### src/rtl/sr_frame_pkg.sv
// Shared types and defaults for the framed-byte shift-register sequencer.
package sr_frame_pkg;

    typedef logic [7:0] byte_t;

    typedef enum logic [1:0] {
        StHunt,
        StCmd,
        StPayload,
        StClose
    } parse_state_e;

    localparam byte_t       FLAG_DEFAULT    = 8'h7E;
    localparam int unsigned MAX_LEN_DEFAULT = 8;

endpackage

### src/rtl/sr_frame_sequencer_fifo.sv
// Small synchronous byte FIFO with first-word-fall-through read data.
module sr_byte_fifo
    import sr_frame_pkg::*;
#(
    parameter int unsigned DEPTH = 4
) (
    input  logic  i_clk,
    input  logic  i_rst_n,
    input  logic  i_push,
    input  byte_t i_data,
    input  logic  i_pop,
    output byte_t o_data,
    output logic  o_full,
    output logic  o_empty
);

    localparam int unsigned AW = $clog2(DEPTH);
    localparam logic [AW:0] FullCnt = (AW + 1)'(DEPTH);

    byte_t         r_mem [DEPTH];
    logic [AW-1:0] r_wr_ptr;
    logic [AW-1:0] r_rd_ptr;
    logic [AW:0]   r_count;
    logic          w_do_push;
    logic          w_do_pop;

    assign o_full    = (r_count == FullCnt);
    assign o_empty   = (r_count == '0);
    assign o_data    = r_mem[r_rd_ptr];
    assign w_do_pop  = i_pop && !o_empty;
    // A pop in the same cycle frees the slot, so a push at full is still taken.
    assign w_do_push = i_push && (!o_full || w_do_pop);

    always_ff @(posedge i_clk) begin
        if (w_do_push) begin
            r_mem[r_wr_ptr] <= i_data;
        end
    end

    always_ff @(posedge i_clk or negedge i_rst_n) begin
        if (!i_rst_n) begin
            r_wr_ptr <= '0;
            r_rd_ptr <= '0;
            r_count  <= '0;
        end else begin
            if (w_do_push) r_wr_ptr <= r_wr_ptr + AW'(1);
            if (w_do_pop)  r_rd_ptr <= r_rd_ptr + AW'(1);
            if (w_do_push && !w_do_pop)      r_count <= r_count + (AW + 1)'(1);
            else if (!w_do_push && w_do_pop) r_count <= r_count - (AW + 1)'(1);
        end
    end

endmodule

### src/rtl/sr_frame_sequencer.sv
// Parses FLAG/COUNT/payload/FLAG frames, shifts payload MSB-first into an external
// shift register and latches only after a correctly closed frame has drained.
module sr_frame_sequencer
    import sr_frame_pkg::*;
#(
    parameter int unsigned SHIFT_DIV  = 4,
    parameter int unsigned FIFO_DEPTH = 4,
    parameter int unsigned MAX_LEN    = MAX_LEN_DEFAULT,
    parameter byte_t       FLAG       = FLAG_DEFAULT
) (
    input  logic       CLK,
    input  logic       reset,
    input  logic [7:0] rx_data,
    input  logic       rx_valid,
    output logic       sr_dout,
    output logic       sr_shift,
    output logic       sr_latch,
    output logic [7:0] led,
    output logic       busy,
    output logic       frame_err,
    output logic       ovf
);

    localparam int unsigned DW      = $clog2(SHIFT_DIV);
    localparam logic [DW-1:0] DivLast = DW'(SHIFT_DIV - 1);
    localparam byte_t       MaxLenB = byte_t'(MAX_LEN);

    parse_state_e r_state, w_state_d;
    byte_t        r_cnt, r_rcv, r_last_byte, r_led_next, r_led, r_sh_byte;
    logic         r_frame_err, r_ovf, r_latch_pending, r_active;
    logic [DW-1:0] r_div;
    logic [2:0]   r_bit;

    logic  w_push, w_err, w_close, w_load_cnt, w_rcv_inc;
    logic  w_pop, w_full, w_empty, w_sh_done, w_bit_end, w_latch;
    byte_t w_fifo_data, w_rcv_next;

    assign w_rcv_next = r_rcv + 8'd1;

    always_comb begin
        w_state_d  = r_state;
        w_push     = 1'b0;
        w_err      = 1'b0;
        w_close    = 1'b0;
        w_load_cnt = 1'b0;
        w_rcv_inc  = 1'b0;
        if (rx_valid) begin
            unique case (r_state)
                StHunt: begin
                    if (rx_data == FLAG) w_state_d = StCmd;
                end
                StCmd: begin
                    if (rx_data == FLAG) begin
                        w_state_d = StCmd;
                    end else if (rx_data != 8'd0 && rx_data <= MaxLenB) begin
                        w_load_cnt = 1'b1;
                        w_state_d  = StPayload;
                    end else begin
                        w_err     = 1'b1;
                        w_state_d = StHunt;
                    end
                end
                StPayload: begin
                    // No escaping: a FLAG here is always an early delimiter.
                    if (rx_data == FLAG) begin
                        w_err     = 1'b1;
                        w_state_d = StCmd;
                    end else begin
                        w_push    = 1'b1;
                        w_rcv_inc = 1'b1;
                        if (w_rcv_next == r_cnt) w_state_d = StClose;
                    end
                end
                StClose: begin
                    if (rx_data == FLAG) begin
                        w_close   = 1'b1;
                        w_state_d = StCmd;
                    end else begin
                        w_err     = 1'b1;
                        w_state_d = StHunt;
                    end
                end
                default: w_state_d = StHunt;
            endcase
        end
    end

    sr_byte_fifo #(
        .DEPTH (FIFO_DEPTH)
    ) u_fifo (
        .i_clk   (CLK),
        .i_rst_n (reset),
        .i_push  (w_push),
        .i_data  (rx_data),
        .i_pop   (w_pop),
        .o_data  (w_fifo_data),
        .o_full  (w_full),
        .o_empty (w_empty)
    );

    assign w_bit_end = r_active && (r_div == DivLast);
    assign w_sh_done = w_bit_end && (r_bit == 3'd7);
    assign w_pop     = !w_empty && (!r_active || w_sh_done);
    assign w_latch   = r_latch_pending && w_empty && !r_active;

    always_ff @(posedge CLK or negedge reset) begin
        if (!reset) begin
            r_state         <= StHunt;
            r_cnt           <= '0;
            r_rcv           <= '0;
            r_last_byte     <= '0;
            r_led_next      <= '0;
            r_led           <= '0;
            r_frame_err     <= 1'b0;
            r_ovf           <= 1'b0;
            r_latch_pending <= 1'b0;
        end else begin
            r_state     <= w_state_d;
            r_frame_err <= w_err;
            if (w_load_cnt) begin
                r_cnt <= rx_data;
                r_rcv <= '0;
            end
            if (w_rcv_inc) begin
                r_rcv       <= w_rcv_next;
                r_last_byte <= rx_data;
            end
            if (w_push && w_full && !w_pop) r_ovf <= 1'b1;
            if (w_latch) r_led <= r_led_next;
            // A close that coincides with a latch re-arms for the newer frame.
            if (w_close) begin
                r_latch_pending <= 1'b1;
                r_led_next      <= r_last_byte;
            end else if (w_latch) begin
                r_latch_pending <= 1'b0;
            end
        end
    end

    always_ff @(posedge CLK or negedge reset) begin
        if (!reset) begin
            r_active  <= 1'b0;
            r_sh_byte <= '0;
            r_div     <= '0;
            r_bit     <= '0;
        end else if (w_pop) begin
            r_active  <= 1'b1;
            r_sh_byte <= w_fifo_data;
            r_div     <= '0;
            r_bit     <= '0;
        end else if (r_active) begin
            if (w_bit_end) begin
                r_div     <= '0;
                r_sh_byte <= {r_sh_byte[6:0], 1'b0};
                if (r_bit == 3'd7) r_active <= 1'b0;
                else               r_bit    <= r_bit + 3'd1;
            end else begin
                r_div <= r_div + DW'(1);
            end
        end
    end

    assign sr_dout   = r_active && r_sh_byte[7];
    assign sr_shift  = w_bit_end;
    assign sr_latch  = w_latch;
    assign led       = r_led;
    assign frame_err = r_frame_err;
    assign ovf       = r_ovf;
    assign busy      = (r_state == StPayload) || (r_state == StClose) || !w_empty ||
                       r_active || r_latch_pending;

endmodule

### config.mk
export PLATFORM = sky130hd
export DESIGN_NAME = sr_frame_sequencer
export DESIGN_NICKNAME = d
export VERILOG_FILES = /design/src/rtl/sr_frame_pkg.sv /design/src/rtl/sr_frame_sequencer_fifo.sv /design/src/rtl/sr_frame_sequencer.sv
export SDC_FILE = /design/constraint.sdc
export NUM_CORES = 1
export LEC_CHECK = 0
export CELL_PAD_IN_SITES_DETAIL_PLACEMENT = 1
export CELL_PAD_IN_SITES_GLOBAL_PLACEMENT = 2
export CORE_ASPECT_RATIO = 0.8
export CORE_MARGIN = 3
export CORE_UTILIZATION = 43
export CTS_BUF_LIST = sky130_fd_sc_hd__clkbuf_16
export CTS_CLUSTER_DIAMETER = 150
export DETAILED_ROUTE_END_ITERATION = 8
export HOLD_SLACK_MARGIN = 0.02
export PLACE_DENSITY = 0.81
export SLEW_MARGIN = 10
export SYNTH_ARGS = -nofsm -noshare
export SYNTH_HDL_FRONTEND = slang
export SYNTH_SLANG_ARGS = --single-unit
### constraint.sdc
create_clock -name CLK -period 2.9 [get_ports CLK]
set_input_delay 0.29 -clock CLK [delete_from_list [all_inputs] [get_ports CLK]]
set_output_delay 0.29 -clock CLK [all_outputs]
set_load 0.01 [all_outputs]
==> results of run 1 <==
-- cell type report --
cell class                      instances  area [sq um]  area share [%]
Sequential cell                        98          2610            49.9
Multi-Input combinational cell        200          1730            33.1
Timing Repair Buffer                   41           378            7.22
Clock buffer                            9           225            4.31
Tap cell                              136           170            3.25
Clock inverter                          7          76.3            1.46
Inverter                               10          37.5           0.718
-- worst paths after layout --
check,from,endpoint,slack (ns),cells past startpoint
hold / removal,ovf$_DFFE_PN0P_,ovf$_DFFE_PN0P_,0.47,1
setup reg to reg,r_bit[0]$_DFFE_PN0P_,u_fifo.r_count[2]$_DFFE_PN0P_,0.56,12
setup / recovery,u_fifo.r_count[0]$_DFFE_PN0P_,sr_latch,0.38,4
hold reg to reg,ovf$_DFFE_PN0P_,ovf$_DFFE_PN0P_,0.47,1
min in group asynchronous,reset,r_sh_byte[7]$_DFFE_PN0P_,0.52,2
max in group asynchronous,reset,r_cnt[5]$_DFFE_PN0P_,1.73,3
-- Yosys cell counts, types with 6 or more instances --
cell type	number	area share (%)
a22o_1	6	1.2
o21ai_0	8	0.90
nor2_1	10	0.84
dfrtp_1	66	37
edfxtp_1	32	22
xnor2_1	8	1.6
and2_1	12	1.7
inv_1	10	0.84
ha_1	9	2.5
mux4_2	8	4.0
mux2_1	17	4.3
mux2i_1	8	1.8
buf_2	6	0.67
nand2_1	21	1.8
xor2_1	6	1.2
mux2_2	10	2.5
o21ai_1	11	1.2
-- power by group through the flow --
stage,Clock [mW],Sequential [mW],Combinational [mW]
detailed placement,0,2.01,0.966
CTS,1.24,1.99,0.970
global route,1.30,2.04,1.07
floorplan,0,1.88,0.786
finish,1.20,1.99,0.958
global placement,0,1.99,0.926
-- worst max-delay path, delay by kind of cell (launching register included) --
family                 cells  cell delay [ns]
buffers and inverters      2             0.63
AND/OR/NAND/NOR            2             0.80
flip-flops                 1             0.46
-- logic make-up after synthesis --
| logic type | count (synthesis) | share of synthesized area, % |
|---|---|---|
| xor+xnor | 15 | 3.26 |
| flops | 98 | 58.7 |
| fa+ha+maj | 10 | 2.98 |
| buf+inv | 21 | 2.36 |
| simple gates | 73 | 9.31 |
| mux | 47 | 14.0 |
| compound gates | 55 | 9.34 |
-- registers in the layout, indices dropped and copies added (netlist names) --
register,count
frame_err,1
led,8
ovf,1
r_active,1
r_bit,3
r_cnt,8
r_div,2
r_last_byte,8
r_latch_pending,1
r_led_next,8
r_rcv,8
r_sh_byte,8
r_state,2
u_fifo.r_count,3
u_fifo.r_mem,32
u_fifo.r_rd_ptr,2
u_fifo.r_wr_ptr,2
-- per-layer routing --
| metal | share of wire, % | vias up | wire (um) |
|---|---|---|---|
| li1 | - | 1268 | - |
| met1 | 51 | 1362 | 4900 |
| met2 | 44 | 36 | 4240 |
| met3 | 3.2 | 8 | 302 |
| met4 | 1.1 | 0 | 105 |
| met5 | 0 | - | 0 |
-- repair_timing --
item / in CTS / in global routing
hold buffers: 1 / 0
endpoints found under the setup margin: 0 / 0
endpoints found under the hold margin: 27 / 0
==> results by group, run 1 <==
Synth
  – Syn Area/Cell: 13.9 sq um
  – Mapped cell area: 4450 sq um
  – Register area share after synthesis: 58.7%
  – Yosys cell types: 57
  – Syn. warnings: 0
  – Syn_nets: 340
  – Post-synth EDFFs: 32
  – Async set-or-reset flop fraction in the synthesized netlist: 67.3%
  – Cells after Synth: 319
  – #FFs+latches synth: 98
  – Main flop type after synthesis: dfrtp_1

STA
  – RSZ-0062 raised after global routing: no
  – Slew HR: 41.2%
  – Worst-margin pin slew: 0.876 ns
  – Fin Setup TNS: 0 ns
  – Setup ws final: 0.380 ns
  – Period utilization: 86.9%
  – Hold slack: 0.474 ns
  – Final setup vio count: 0
  – Max Freq: 397 MHz
  – Clk_skew: 0.0109 ns
  – Slew Viols, Final: 0
  – Min cycle time layout: 2.52 ns
  – Hold Vio Cnt, Final: 0

Detailed routing
  – Per-cell routed wire length: 19.1 um
  – Final antenna-violating net count: 0
  – Routed WL: 9550 um
  – DRC: 0
  – Via count: 2674
  – Via density: 5.34
  – Iter 0 DRT Violations: 163
  – TritonRoute pass-1 iters: 4

Power
  – Switching part of the total: 30.6%
  – Total power: 4.15 mW
  – LEAKAGE: 2.17 nW
  – Combinational share of power: 23.1%
  – P_sw: 1.27 mW
  – Seq pwr share: 47.9%
  – VDD IR max: 0.321 mV
  – Clock power share: 29.0%
  – P_int: 2.88 mW
  – Cell Pwr Density: 794 nW/um^2

Global routing
  – Grt ovf: 0
  – Largest net degree at the start of global routing: 40
  – Met1 usage: 26.4%
  – Vias in the first global route: 2835
  – Met3 usage in global routing: 3.97%
  – Met2 Use GR: 26.6%
  – First-pass GRT wire length: 15900 um
  – Initial antenna violation count: 0
  – Global route hottest layer: met2
  – Total GRT Usage: 17.8%

Floorplanning
  – Chip Width: 120 um
  – IO Pins: 25
  – Die Y-Extent: 97.0 um
  – Die area: 11600 sq um
  – Initial Util: 45.2%
  – Core ar.: 9850 sq um
  – Row cnt: 32

Critical path
  – Critical path's largest stage delay: 0.57 ns
  – Crit start category: flop
  – Worst endpoint data arrival time: 2.23 ns
  – Crit-path slowest cell: nor4_1
  – Cell Chain, Critical Path: nor4_1 > nand2_1 > inv_1 > clkdlybuf4s50_1
  – Crit-path max FO: 5
  – Crit end category: primary output
  – Crit Path Class: flop to primary output
  – Critical Path RT: 2.61 ns

Clock tree
  – Setup Fix Bufs, Post-CTS: 0
  – # resized after CTS: 0
  – Clock buffer depth: 2
  – H-tree levels: 3
  – CTS tree: done
  – CTS Buf Count: 9
  – Skew-Pair Late Insertion Delay: 0.34 ns
  – Root Driver: clkbuf_16
  – Clock Pin Slew Worst Setup and Hold Paths: 0.07 ns
  – CTS sink count: 98

Placement
  – Post-DP Area: 4920 sq um
  – I/O Buffers: 24
  – Cell Count Post-Placement: 484
  – Final RePlAce weighted congestion: 0.804
  – DP Worst Slack: 0.211 ns
  – Final HPWL DP: 6690 um

Layout
  – Layout cell share with drive strength beyond 1: 17.5%
  – Layout Nets: 381
  – Ant diodes: 0
  – Area Overhead vs Synth: 17.6%
  – Fillers: 1019
  – Fin cells: 501
  – Post-layout util: 53.1%
  – Design area: 5230 sq um
  – Most common cell after layout, fill and taps aside: dfrtp_1
  – Most frequent cells in the layout: 66 x dfrtp_1, 32 x edfxtp_1, 23 x clkdlybuf4s50_1

Outcome
  – Run status: complete, no violations

Flow run
  – Max-Cap Viols: 0

Min path
  – Min-delay worst type: flop to flop
(Power assumes the default switching activity.)
==> run 2: changes to the inputs <==
- clock period: 2.9 -> 2.75 ns (I/O delays scaled with it)
==> run 2 against run 1 <==
Compared with the run above:
- global-route usage rose by 0.29 points
- wire length increased by 2.7%
- die area did not move
- clock power increased by 20%
- worst hold slack better by 0.0029 ns
- critical path depth increased by 7
- first-iteration DRC count down 28%
- utilization grew 0.56 points
- worst setup slack worse by 0.11 ns
- critical path type is now flop to flop
- largest power group unchanged
==> results by group, run 2 (synthesis results as in run 1) <==
Critical path
  – Crit end category: flop
  – Cell Chain, Critical Path: ha_1 > ha_1 > a21oi_1 > nor2_1 > inv_1 > ha_1 > inv_1 > fa_1 > xor2_1 > nor2_1 > xor2_1
  – Crit start category: flop
  – CP dominant cell by count: ha_1
  – Crit Path Class: flop to flop
  – Critical Path RT: 3.02 ns
  – Top delay family on crit path: adder cells
  – Crit-path slowest cell: dfrtp_1
  – CP bufs+invs: 2
  – Critical path's largest stage delay: 0.40 ns
  – Crit-path max FO: 4
  – Worst endpoint data arrival time: 2.75 ns

Clock tree
  – CTS tree: done
  – Root Driver: clkbuf_16
  – CTS Buf Count: 9
  – Hold-fix buffers, CTS: 1
  – Skew-Pair Late Insertion Delay: 0.34 ns
  – H-tree levels: 3
  – # resized after CTS: 0
  – Clock buffer depth: 2
  – Clock Pin Slew Worst Setup and Hold Paths: 0.07 ns
  – CTS sink count: 98
  – Setup Fix Bufs, Post-CTS: 0

Min path
  – Min-delay worst type: flop to flop

Layout
  – Most frequent cells in the layout: 66 x dfrtp_1, 32 x edfxtp_1, 23 x clkdlybuf4s50_1
  – Design area: 5290 sq um
  – Most flops, register: u_fifo.r_mem
  – Most common cell after layout, fill and taps aside: dfrtp_1
  – Area Overhead vs Synth: 18.8%
  – Layout cell share with drive strength beyond 1: 18.0%
  – Layout Nets: 383
  – Largest register FFs: 32
  – Ant diodes: 0

Floorplanning
  – Core ar.: 9850 sq um
  – Die Y-Extent: 97.0 um
  – Initial Util: 45.2%
  – Chip Width: 120 um
  – Row cnt: 32
  – IO Pins: 25
  – Die area: 11600 sq um

STA
  – Period utilization: 90.3%
  – Clk_skew: 0.00902 ns
  – Fin Setup TNS: 0 ns
  – Min cycle time layout: 2.48 ns
  – Slew Viols, Final: 0
  – Hold Vio Cnt, Final: 0
  – Max Freq: 403 MHz
  – Worst-margin pin slew: 0.911 ns
  – Slew HR: 38.8%
  – RSZ-0062 raised after global routing: no
  – Final setup vio count: 0

Detailed routing
  – TritonRoute pass-1 iters: 4
  – Final antenna-violating net count: 0
  – Via count: 2733
  – Via density: 5.43
  – Routed WL: 9810 um
  – DRC: 0
  – Per-cell routed wire length: 19.5 um
  – Iter 0 DRT Violations: 117

Global routing
  – Initial antenna violation count: 0
  – Largest net degree at the start of global routing: 41
  – First-pass GRT wire length: 16300 um
  – Vias in the first global route: 2941
  – Total GRT Usage: 18.1%
  – Grt ovf: 0

Power
  – P_sw: 1.34 mW
  – Combinational share of power: 22.4%
  – Seq pwr share: 46.0%
  – P_int: 3.22 mW
  – VDD IR max: 0.427 mV
  – Clock power share: 31.6%
  – LEAKAGE: 2.21 nW
  – Cell Pwr Density: 863 nW/um^2
  – Switching part of the total: 29.4%

Placement
  – Post-DP Area: 4930 sq um
  – Final HPWL DP: 6640 um
  – I/O Buffers: 24
  – Final RePlAce weighted congestion: 0.747

Flow run
  – Max-Cap Viols: 0

Outcome
  – Run status: complete, no violations
run 2: changes by cell type in the layout (fill, tap and decap cells not counted):
cell,delta
clkinv_4,-1
clkinvlp_4,-1
inv_6,-1
buf_4,+2
bufinv_16,+2
clkinv_2,+1
run 2: power by group through the flow:
stage,Clock (mW),Combinational (mW),Sequential [mW]
after floorplan,0,0.829,1.98
after global placement,0,0.975,2.10
after detailed placement,0,1.02,2.12
after CTS,1.47,1.04,2.10
after global routing,1.54,1.14,2.15
final,1.44,1.02,2.10
run 2: worst min-delay path, stage by stage, from the launching register on:
cell and delay [ns]:
dfrtp_1 0.34, nand2_1 0.04, o21ai_0 0.06
run 2: layout make-up:
cell class                      instances  area, sq um
Clock buffer                            9          225
Timing Repair Buffer                   43          393
Inverter                               10         37.5
Fill cell                            1005         4560
Multi-Input combinational cell        200         1730
Tap cell                              136          170
Sequential cell                        98         2610
Clock inverter                          7          116
run 2: routing by layer:
| metal | vias to the layer above | track usage [%] | part of all wire, % |
|---|---|---|---|
| li1 | 1261 | - | - |
| met1 | 1404 | 25.9 | 49 |
| met2 | 59 | 27.9 | 46 |
| met3 | 9 | 3.80 | 3.8 |
| met4 | 0 | 5.37 | 1.1 |
| met5 | - | 0 | 0 |
run 2: stage by stage:
| step | total power, mW | cells | setup slack (ns) | utilization, % | hold WS, ns |
|---|---|---|---|---|---|
| global placement | 3.08 | 486 | 0.110 | 50.1 | 0.354 |
| floorplan | 2.81 | 319 | 0.225 | - | -0.0206 |
| finish | 4.56 | 503 | 0.266 | 53.7 | 0.477 |
| CTS | 4.61 | 503 | 0.230 | 53.7 | 0.490 |
| global route | 4.83 | 503 | 0.0240 | 53.7 | 0.507 |
| detailed placement | 3.14 | 486 | 0.0853 | 50.1 | 0.355 |
run 2: worst paths after layout:
kind	start	endpoint	slack, ns	cells after the start
setup / recovery	r_bit[0]$_DFFE_PN0P_	u_fifo.r_count[2]$_DFFE_PN0P_	0.27	11
hold / removal	r_sh_byte[7]$_DFFE_PN0P_	r_sh_byte[7]$_DFFE_PN0P_	0.48	2
setup reg to reg	r_bit[0]$_DFFE_PN0P_	u_fifo.r_count[2]$_DFFE_PN0P_	0.27	11
hold reg to reg	r_sh_byte[7]$_DFFE_PN0P_	r_sh_byte[7]$_DFFE_PN0P_	0.48	2
max in group asynchronous	reset	r_cnt[6]$_DFFE_PN0P_	1.59	3
min in group asynchronous	reset	r_sh_byte[7]$_DFFE_PN0P_	0.50	2
==> run 3: changes to the inputs <==
- GPL_ROUTABILITY_DRIVEN: not set -> 1
==> results of run 3 <==
No change in the layout: final DEF, timing and power equal those of run 2.
